`src/rtl/median_pkg.sv`:
```
// Shared constants and state encoding for the median-filter window front end.
package median_pkg;
  localparam int DEFAULT_WIDTH = 32;

  typedef enum logic {
    FILL   = 1'b0,
    STREAM = 1'b1
  } state_t;
endpackage

```
`src/rtl/row_window_source_if.sv`:
```
// Pixel-in / window-column-out handshake bundle for row_window_source.
interface row_window_source_if #(
  parameter int WIDTH = median_pkg::DEFAULT_WIDTH
);
  logic             in_valid;
  logic [WIDTH-1:0] in_data;
  logic             in_ready;
  logic             out_valid;
  logic             out_ready;
  logic [WIDTH-1:0] word0;
  logic [WIDTH-1:0] word1;
  logic [WIDTH-1:0] word2;
  logic             frame_done;

  modport master (
    output in_valid, in_data, out_ready,
    input  in_ready, out_valid, word0, word1, word2, frame_done
  );

  modport slave (
    input  in_valid, in_data, out_ready,
    output in_ready, out_valid, word0, word1, word2, frame_done
  );
endinterface

```
`src/rtl/line_buffer.sv`:
```
// One-row pixel store: asynchronous read and synchronous write at the same
// address, so a read in the write cycle returns the old contents.
module line_buffer #(
  parameter int WIDTH = 32,
  parameter int DEPTH = 16
) (
  input  logic                     clk,
  input  logic                     we,
  input  logic [$clog2(DEPTH)-1:0] addr,
  input  logic [WIDTH-1:0]         wdata,
  output logic [WIDTH-1:0]         rdata
);
  logic [WIDTH-1:0] mem [DEPTH];

  assign rdata = mem[addr];

  always_ff @(posedge clk) begin
    if (we) mem[addr] <= wdata;
  end
endmodule

```
`src/rtl/row_window_source.sv`:
```
// Turns a raster pixel stream into 3-high window columns (rows r-2, r-1, r)
// using two line buffers and a single registered output stage.
module row_window_source
  import median_pkg::*;
#(
  parameter int WIDTH    = DEFAULT_WIDTH,
  parameter int LINE_W   = 16,
  parameter int NUM_ROWS = 8
) (
  input  logic               clk,
  input  logic               rst,
  row_window_source_if.slave bus
);
  localparam int COL_W = $clog2(LINE_W);
  localparam int ROW_W = $clog2(NUM_ROWS);
  localparam logic [COL_W-1:0] COL_LAST = COL_W'(LINE_W - 1);
  localparam logic [ROW_W-1:0] ROW_LAST = ROW_W'(NUM_ROWS - 1);
  localparam logic [ROW_W-1:0] ROW_ONE  = ROW_W'(1);

  state_t           state, state_nxt;
  logic [COL_W-1:0] col;
  logic [ROW_W-1:0] row;
  logic             in_ready_c;
  logic             accept;
  logic             col_end;
  logic             row_end;
  logic [WIDTH-1:0] lb0_rd;
  logic [WIDTH-1:0] lb1_rd;
  logic             vld_p1;
  logic             done_p1;
  logic [WIDTH-1:0] w0_p1, w1_p1, w2_p1;

  // in_ready looks only at registered state, never at in_valid
  assign in_ready_c = !rst && ((state == FILL) || !vld_p1 || bus.out_ready);
  assign accept     = bus.in_valid && in_ready_c;
  assign col_end    = (col == COL_LAST);
  assign row_end    = (row == ROW_LAST);

  line_buffer #(.WIDTH(WIDTH), .DEPTH(LINE_W)) lb0 (
    .clk   (clk),
    .we    (accept),
    .addr  (col),
    .wdata (lb1_rd),
    .rdata (lb0_rd)
  );

  line_buffer #(.WIDTH(WIDTH), .DEPTH(LINE_W)) lb1 (
    .clk   (clk),
    .we    (accept),
    .addr  (col),
    .wdata (bus.in_data),
    .rdata (lb1_rd)
  );

  always_ff @(posedge clk) begin
    if (rst) state <= FILL;
    else     state <= state_nxt;
  end

  always_comb begin
    state_nxt = state;
    if (accept && col_end) begin
      unique case (state)
        FILL:    if (row == ROW_ONE) state_nxt = STREAM;
        STREAM:  if (row_end)        state_nxt = FILL;
        default: state_nxt = FILL;
      endcase
    end
  end

  always_ff @(posedge clk) begin
    if (rst) begin
      col <= '0;
      row <= '0;
    end else if (accept) begin
      if (col_end) begin
        col <= '0;
        row <= row_end ? '0 : row + ROW_W'(1);
      end else begin
        col <= col + COL_W'(1);
      end
    end
  end

  // Stage p1: registered window column and its valid / frame-end flags
  always_ff @(posedge clk) begin
    if (rst) begin
      vld_p1  <= 1'b0;
      done_p1 <= 1'b0;
    end else begin
      done_p1 <= accept && (state == STREAM) && col_end && row_end;
      if (accept && (state == STREAM)) vld_p1 <= 1'b1;
      else if (bus.out_ready)          vld_p1 <= 1'b0;
    end
  end

  always_ff @(posedge clk) begin
    if (accept && (state == STREAM)) begin
      w0_p1 <= lb0_rd;
      w1_p1 <= lb1_rd;
      w2_p1 <= bus.in_data;
    end
  end

  assign bus.in_ready   = in_ready_c;
  assign bus.out_valid  = vld_p1;
  assign bus.frame_done = done_p1;
  assign bus.word0      = w0_p1;
  assign bus.word1      = w1_p1;
  assign bus.word2      = w2_p1;
endmodule

```
`src/flat_wrapper.sv`:
```
// flat-port wrapper written by rule: the top's interface ports become plain ports
module row_window_source_flat import median_pkg::*;
#(
  parameter int WIDTH    = DEFAULT_WIDTH,
  parameter int LINE_W   = 16,
  parameter int NUM_ROWS = 8
)
  (clk, rst, bus_in_valid, bus_in_data, bus_out_ready, bus_in_ready, bus_out_valid, bus_word0, bus_word1, bus_word2, bus_frame_done);
  row_window_source_if #(.WIDTH(WIDTH)) bus_i ();
  input  logic clk;
  input  logic rst;
  input wire logic [$bits(bus_i.in_valid)-1:0] bus_in_valid;
  input wire logic [$bits(bus_i.in_data)-1:0] bus_in_data;
  input wire logic [$bits(bus_i.out_ready)-1:0] bus_out_ready;
  output wire logic [$bits(bus_i.in_ready)-1:0] bus_in_ready;
  output wire logic [$bits(bus_i.out_valid)-1:0] bus_out_valid;
  output wire logic [$bits(bus_i.word0)-1:0] bus_word0;
  output wire logic [$bits(bus_i.word1)-1:0] bus_word1;
  output wire logic [$bits(bus_i.word2)-1:0] bus_word2;
  output wire logic [$bits(bus_i.frame_done)-1:0] bus_frame_done;
  assign bus_i.in_valid = bus_in_valid;
  assign bus_i.in_data = bus_in_data;
  assign bus_i.out_ready = bus_out_ready;
  assign bus_in_ready = bus_i.in_ready;
  assign bus_out_valid = bus_i.out_valid;
  assign bus_word0 = bus_i.word0;
  assign bus_word1 = bus_i.word1;
  assign bus_word2 = bus_i.word2;
  assign bus_frame_done = bus_i.frame_done;
  row_window_source #(.WIDTH(WIDTH), .LINE_W(LINE_W), .NUM_ROWS(NUM_ROWS)) u_core (.clk(clk), .rst(rst), .bus(bus_i));
endmodule
```
`config.mk`:
```
export PLATFORM = sky130hd
export DESIGN_NAME = row_window_source_flat
export DESIGN_NICKNAME = d
export VERILOG_FILES = /design/src/rtl/median_pkg.sv /design/src/rtl/row_window_source_if.sv /design/src/rtl/line_buffer.sv /design/src/rtl/row_window_source.sv /design/src/flat_wrapper.sv
export SDC_FILE = /design/constraint.sdc
export NUM_CORES = 1
export LEC_CHECK = 0
export BUFFER_PORTS_ARGS = -buffer_cell sky130_fd_sc_hd__clkbuf_2
export CORE_MARGIN = 2
export CORE_UTILIZATION = 61
export DETAILED_ROUTE_END_ITERATION = 8
export PLACE_DENSITY = 0.84
export SYNTH_ARGS = -nofsm -noshare
export SYNTH_HDL_FRONTEND = slang
export SYNTH_SLANG_ARGS = --single-unit
export TNS_END_PERCENT = 30
```
`constraint.sdc`:
```
create_clock -name clk -period 7.2 [get_ports clk]
set_input_delay 0 -clock clk [delete_from_list [all_inputs] [get_ports clk]]
set_output_delay 0 -clock clk [all_outputs]
set_load 0.01 [all_outputs]
```
-- Word level (Yosys, flattened, before mapping)
Memories as Yosys holds them, arrays and structs flattened. A register that Yosys moved wholly into a read port is not among the register bits.
Cells that the tools add are included.
- word-level logic and storage cells: 38
- RAM bits: 1024
- register bits: 74
- memories: 2
- reduce and logical (&&, ||, !) cells: 12
- equality and inequality tests: 3
- muxes and demuxes: 11
- bitwise logic cells: 1
- add/sub/neg operators: 2
- memory list (name ; depth ; bits a word ; read ports ; clocked after memory_dff ; wr ports ; RTL line ; text):
    u_core.lb0.mem ; 16 ; 32 ; 1 ; 1 ; 1 ; line_buffer.sv:13 ; logic [WIDTH-1:0] mem [DEPTH];
    u_core.lb1.mem ; 16 ; 32 ; 1 ; 1 ; 1 ; line_buffer.sv:13 ;
- operator list (operator ; number):
    $mux W4 ; 3
    $logic_and A1 B1 Y1 ; 6
    $mux W1 ; 6
    $add A4 B1 Y4 const B ; 1
    $eq A4 B4 Y1 const B ; 1
    $add A3 B1 Y3 const B ; 1
    $eq A3 B1 Y1 const B ; 1
    $eq A3 B3 Y1 const B ; 1
    $mux W3 ; 1
    $logic_not A1 Y1 ; 2
    $logic_or A1 B1 Y1 ; 2
    $pmux W1 S2 ; 1
    $reduce_and A2 Y1 ; 1
    $reduce_bool A2 Y1 ; 1
    $not A1 Y1 ; 1

-- Depth between registers and ports, before layout
- depth after elaboration: 8
- gate-level depth with buffers: 7
- mapped depth without buffers: 4

-- Hierarchy
From an unflattened synthesis, not the netlist that was laid out.
- cells, all modules: 1767
- area total of the unflattened synthesis: 41840.1 um2
- modules (own cells, without submodules) (module ; area each (um2) ; instances ; cells an instance ; sequential area each (um2)):
    line_buffer ; 19222.2 ; 2 ; 808 ; 15374.7
    row_window_source ; 3395.8 ; 1 ; 151 ; 3083.0

-- Least setup slack after synthesis
No wires, ideal clock.
- kind: register to register
- start point: reg u_core.col[0]
- end point: mem u_core.lb0.mem[2][0] (enable)
- path slack: 1161 ps
- period minus slack after synthesis: 6039 ps
- cell stages (with the launch flop): 8
- data required time: 6636 ps
- arrival time: 5474 ps
- buffers on the path: 3
- cells stage by stage: dfxtp_1 clkbuf_2 buf_6 buf_4 inv_1 ha_1 nand3_1 nor3_1
- RTL lines (element ; RTL line ; text):
    from (decl) ; row_window_source.sv:21 ; logic [COL_W-1:0] col;
    from (signal assigned) ; row_window_source.sv:80 ; col <= col + COL_W'(1);
    to (decl) ; line_buffer.sv:13 ;
Straight into the memory's write port.

-- Worst setup path in the final report
- start point: reg u_core.col[0]
- end point: mem u_core.lb1.mem[9][2] (enable)
- RTL lines (element ; RTL line):
    to (decl) ; line_buffer.sv:13
Straight into the memory's write port.

==> metrics.txt <==
TritonCTS clock tree=yes; FF+latch count, synth=1134; Crit path max-delay family=buffers and inverters; Die Height=265.9 um; via count=20983; Layout area overhead=12.83%; Worst Skew=0.03316 ns; flop2flop setup slack=2.72 ns; initial drt markers=3615; crit share post-route=62.24%; CTS Buf Count=103; Overall Power=13.32 mW; number of flops mapped to enable cells by yosys=1120; Mapped Cells=1753; commonest non-fill, non-tap cell in the layout=edfxtp_1; Buf/Inv on CP=2; Clock Sinks=1134; vias in the first global route=21514; drt total wl=103600 um; layout cells sized above 1=29.31%; Via density=7.140; Min Clock Period, post-route=4.481 ns; core area=68230 um^2; Clk Latency, worst-skew pair=0.67 ns; maxcap violations=0; WL/cell=35.24 um; critical path's largest stage delay=0.89 ns; GRT overflow=0; crit end category=register; Diodes inserted=0; die area=70700 um^2; Distinct cells, synth=34; Async S/R FF share, synth=0%; # nets final=2016; Combinational Power Share=4.1%; Ports=135; DP Area=43580 um^2; largest net degree at the start of global routing=74; HPWL after DPL=46650 um; Clock transition at path regs=0.07 ns; Die Wd=265.9 um; drt first pass iters=5; run status=completed; final hold slack=0.3134 ns; Post-Syn Area per Cell=23.87 um^2; peak supply drop=0.2089 mV; Initial Util=61.32%; Detail Route Antenna Nets=0; Int Power=10.55 mW; crit-path max FO=43; Final Util=69.19%; RePlAce Congestion=0.7462; Clk pwr share=40.4%; sequential power share=55.5%; mapped cell area=41840 um^2; port bufs=134; setup_tns=0 ns; Power Density=282.2 nW/um^2; leak pwr=14.74 nW; H-Tree Depth=3; Max Slew Vio Count=0; Highest Clock Rate=223.2 MHz; design area=47200 um^2; worst endpoint required time=7.48 ns; post-CTS setup buffer count=0; Max clock buf depth=3; DRC Markers=0; slew at the pin with the worst max-slew slack=1.101 ns; first-pass GRT wire length=150300 um; YS warnings=0; most frequent cells in the layout=edfxtp_1, mux4_2, clkbuf_2; Total Routing Usage GR=29.93%; CP max stage cell=nor2_4; worst path arrival time=4.77 ns; Root Buffer=clkbuf_16; post-route setup slack=2.719 ns; Most used DFF post-synth=edfxtp_1; CP startpoint kind=register; Cells after DPL=2713; Layout Cells excl Fill=2939; Placement Rows=96; initial antenna violation count=0; Max-Slew Margin vs Limit=26.41%; switching share of power=20.82%; Psw=2.773 mW; DP Worst Slack=2.828 ns; cell repeated most along the worst path=buf_4; Hold Vio Cnt, Final=0; Hold Path Class=in -> reg; Setup violations, final=0; sequential share of the synthesized area=81.06%; Crit Path Class=reg -> reg; Cell Chain, Critical Path=buf_4, ha_1, nand3_1, nor2_4, buf_4; Net Count, Synth=1796; RSZ-0062 raised after global routing=false
==> worst paths after layout <==
path | start | endpoint | cells past startpoint
worst max-delay path | u_core.col[0]$_SDFFE_PP0P_ | u_core.lb1.mem[9][2]$_DFFE_PP_ | 5
worst min-delay path | bus_in_data[7] | u_core.lb1.mem[11][7]$_DFFE_PP_ | 2
worst max register to register | u_core.col[0]$_SDFFE_PP0P_ | u_core.lb1.mem[9][2]$_DFFE_PP_ | 5
worst min register to register | u_core.row[1]$_SDFFE_PP0P_ | u_core.row[1]$_SDFFE_PP0P_ | 2
==> kinds of logic (layout without fill, tap and decap cells) <==
| family | count (synthesis) | after routing | synth area share (%) |
|---|---|---|---|
| AO/OA/AOI/OAI | 140 | 140 | 2.494 |
| AND/OR/NAND/NOR | 116 | 116 | 1.238 |
| adder cells (fa/ha/maj) | 7 | 7 | 0.2093 |
| flip-flops | 1134 | 1134 | 81.06 |
| buffers and inverters | 97 | 401 | 1.142 |
| multiplexers | 259 | 259 | 13.86 |
==> area by class of cell <==
cell class              instances  area, um^2
repair buffers                207        1311
clock buffers                 126        2770
clock inverters                63       486.7
inverters                       5       20.02
fillers                      3703       21020
multi-input cells             522        7585
well taps                     882        1104
flip-flops and latches       1134       33930
==> repair_timing <==
action,in CTS,in global routing
hold buffers,37,0
resized for setup,0,0
hold endpoints to repair,558,0
==> routing by layer <==
metal,vias up,wire length (um),track usage (%)
met5,-,0,0
met4,0,4275,12.59
met3,313,11730,5.176
met2,1942,51140,47.84
met1,10807,36420,41.81
li1,7921,-,-
==> flip-flops by register name, summed over array words and instances, names as in the netlist, named ones only <==
| register | flops |
|---|---|
| u_core.bus.out_valid | 1 |
| u_core.row | 3 |
| u_core.bus.word0 | 32 |
| u_core.bus.word2 | 32 |
| u_core.state | 1 |
| u_core.bus.word1 | 32 |
| u_core.bus.frame_done | 1 |
| u_core.lb1.mem | 512 |
| u_core.lb0.mem | 512 |
| u_core.col | 4 |
==> power by group through the flow <==
stage / registers (mW) / logic, mW / clock network, mW
floorplan: 7.50 / 0.366 / 0
global placement: 7.52 / 0.479 / 0
detailed placement: 7.53 / 0.505 / 0
CTS: 7.39 / 0.541 / 5.41
global route: 7.39 / 0.579 / 5.62
finish: 7.39 / 0.549 / 5.38
==> worst register-to-register path: stages (launching register included) <==
cell	delay (ns)
dfxtp_4	0.81
buf_4	0.80
ha_1	0.40
nand3_1	0.36
nor2_4	0.89
buf_4	0.80
==> synth_stat cells, types with 2 or more instances <==
library cell,count,area [um^2]
a31oi_1,2,12.51
dfxtp_1,14,280.3
inv_1,5,18.77
mux2_2,2,22.52
nand2b_1,5,31.28
a22oi_1,128,960.9
nand2_1,67,251.5
buf_6,8,90.09
buf_4,7,52.55
nand3b_1,2,15.01
nand3_1,5,25.02
a21oi_1,3,15.01
nor2_1,15,56.30
mux4_2,256,5766
o21ai_0,2,10.01
buf_1,14,52.55
nor3_1,6,30.03
ha_1,7,87.58
edfxtp_1,1120,33630
and3b_1,2,17.52
clkbuf_1,41,153.9
nor2b_1,7,43.79
and2_1,3,18.77
and3_1,2,12.51
buf_2,21,105.1
(Power assumes the default switching activity.)
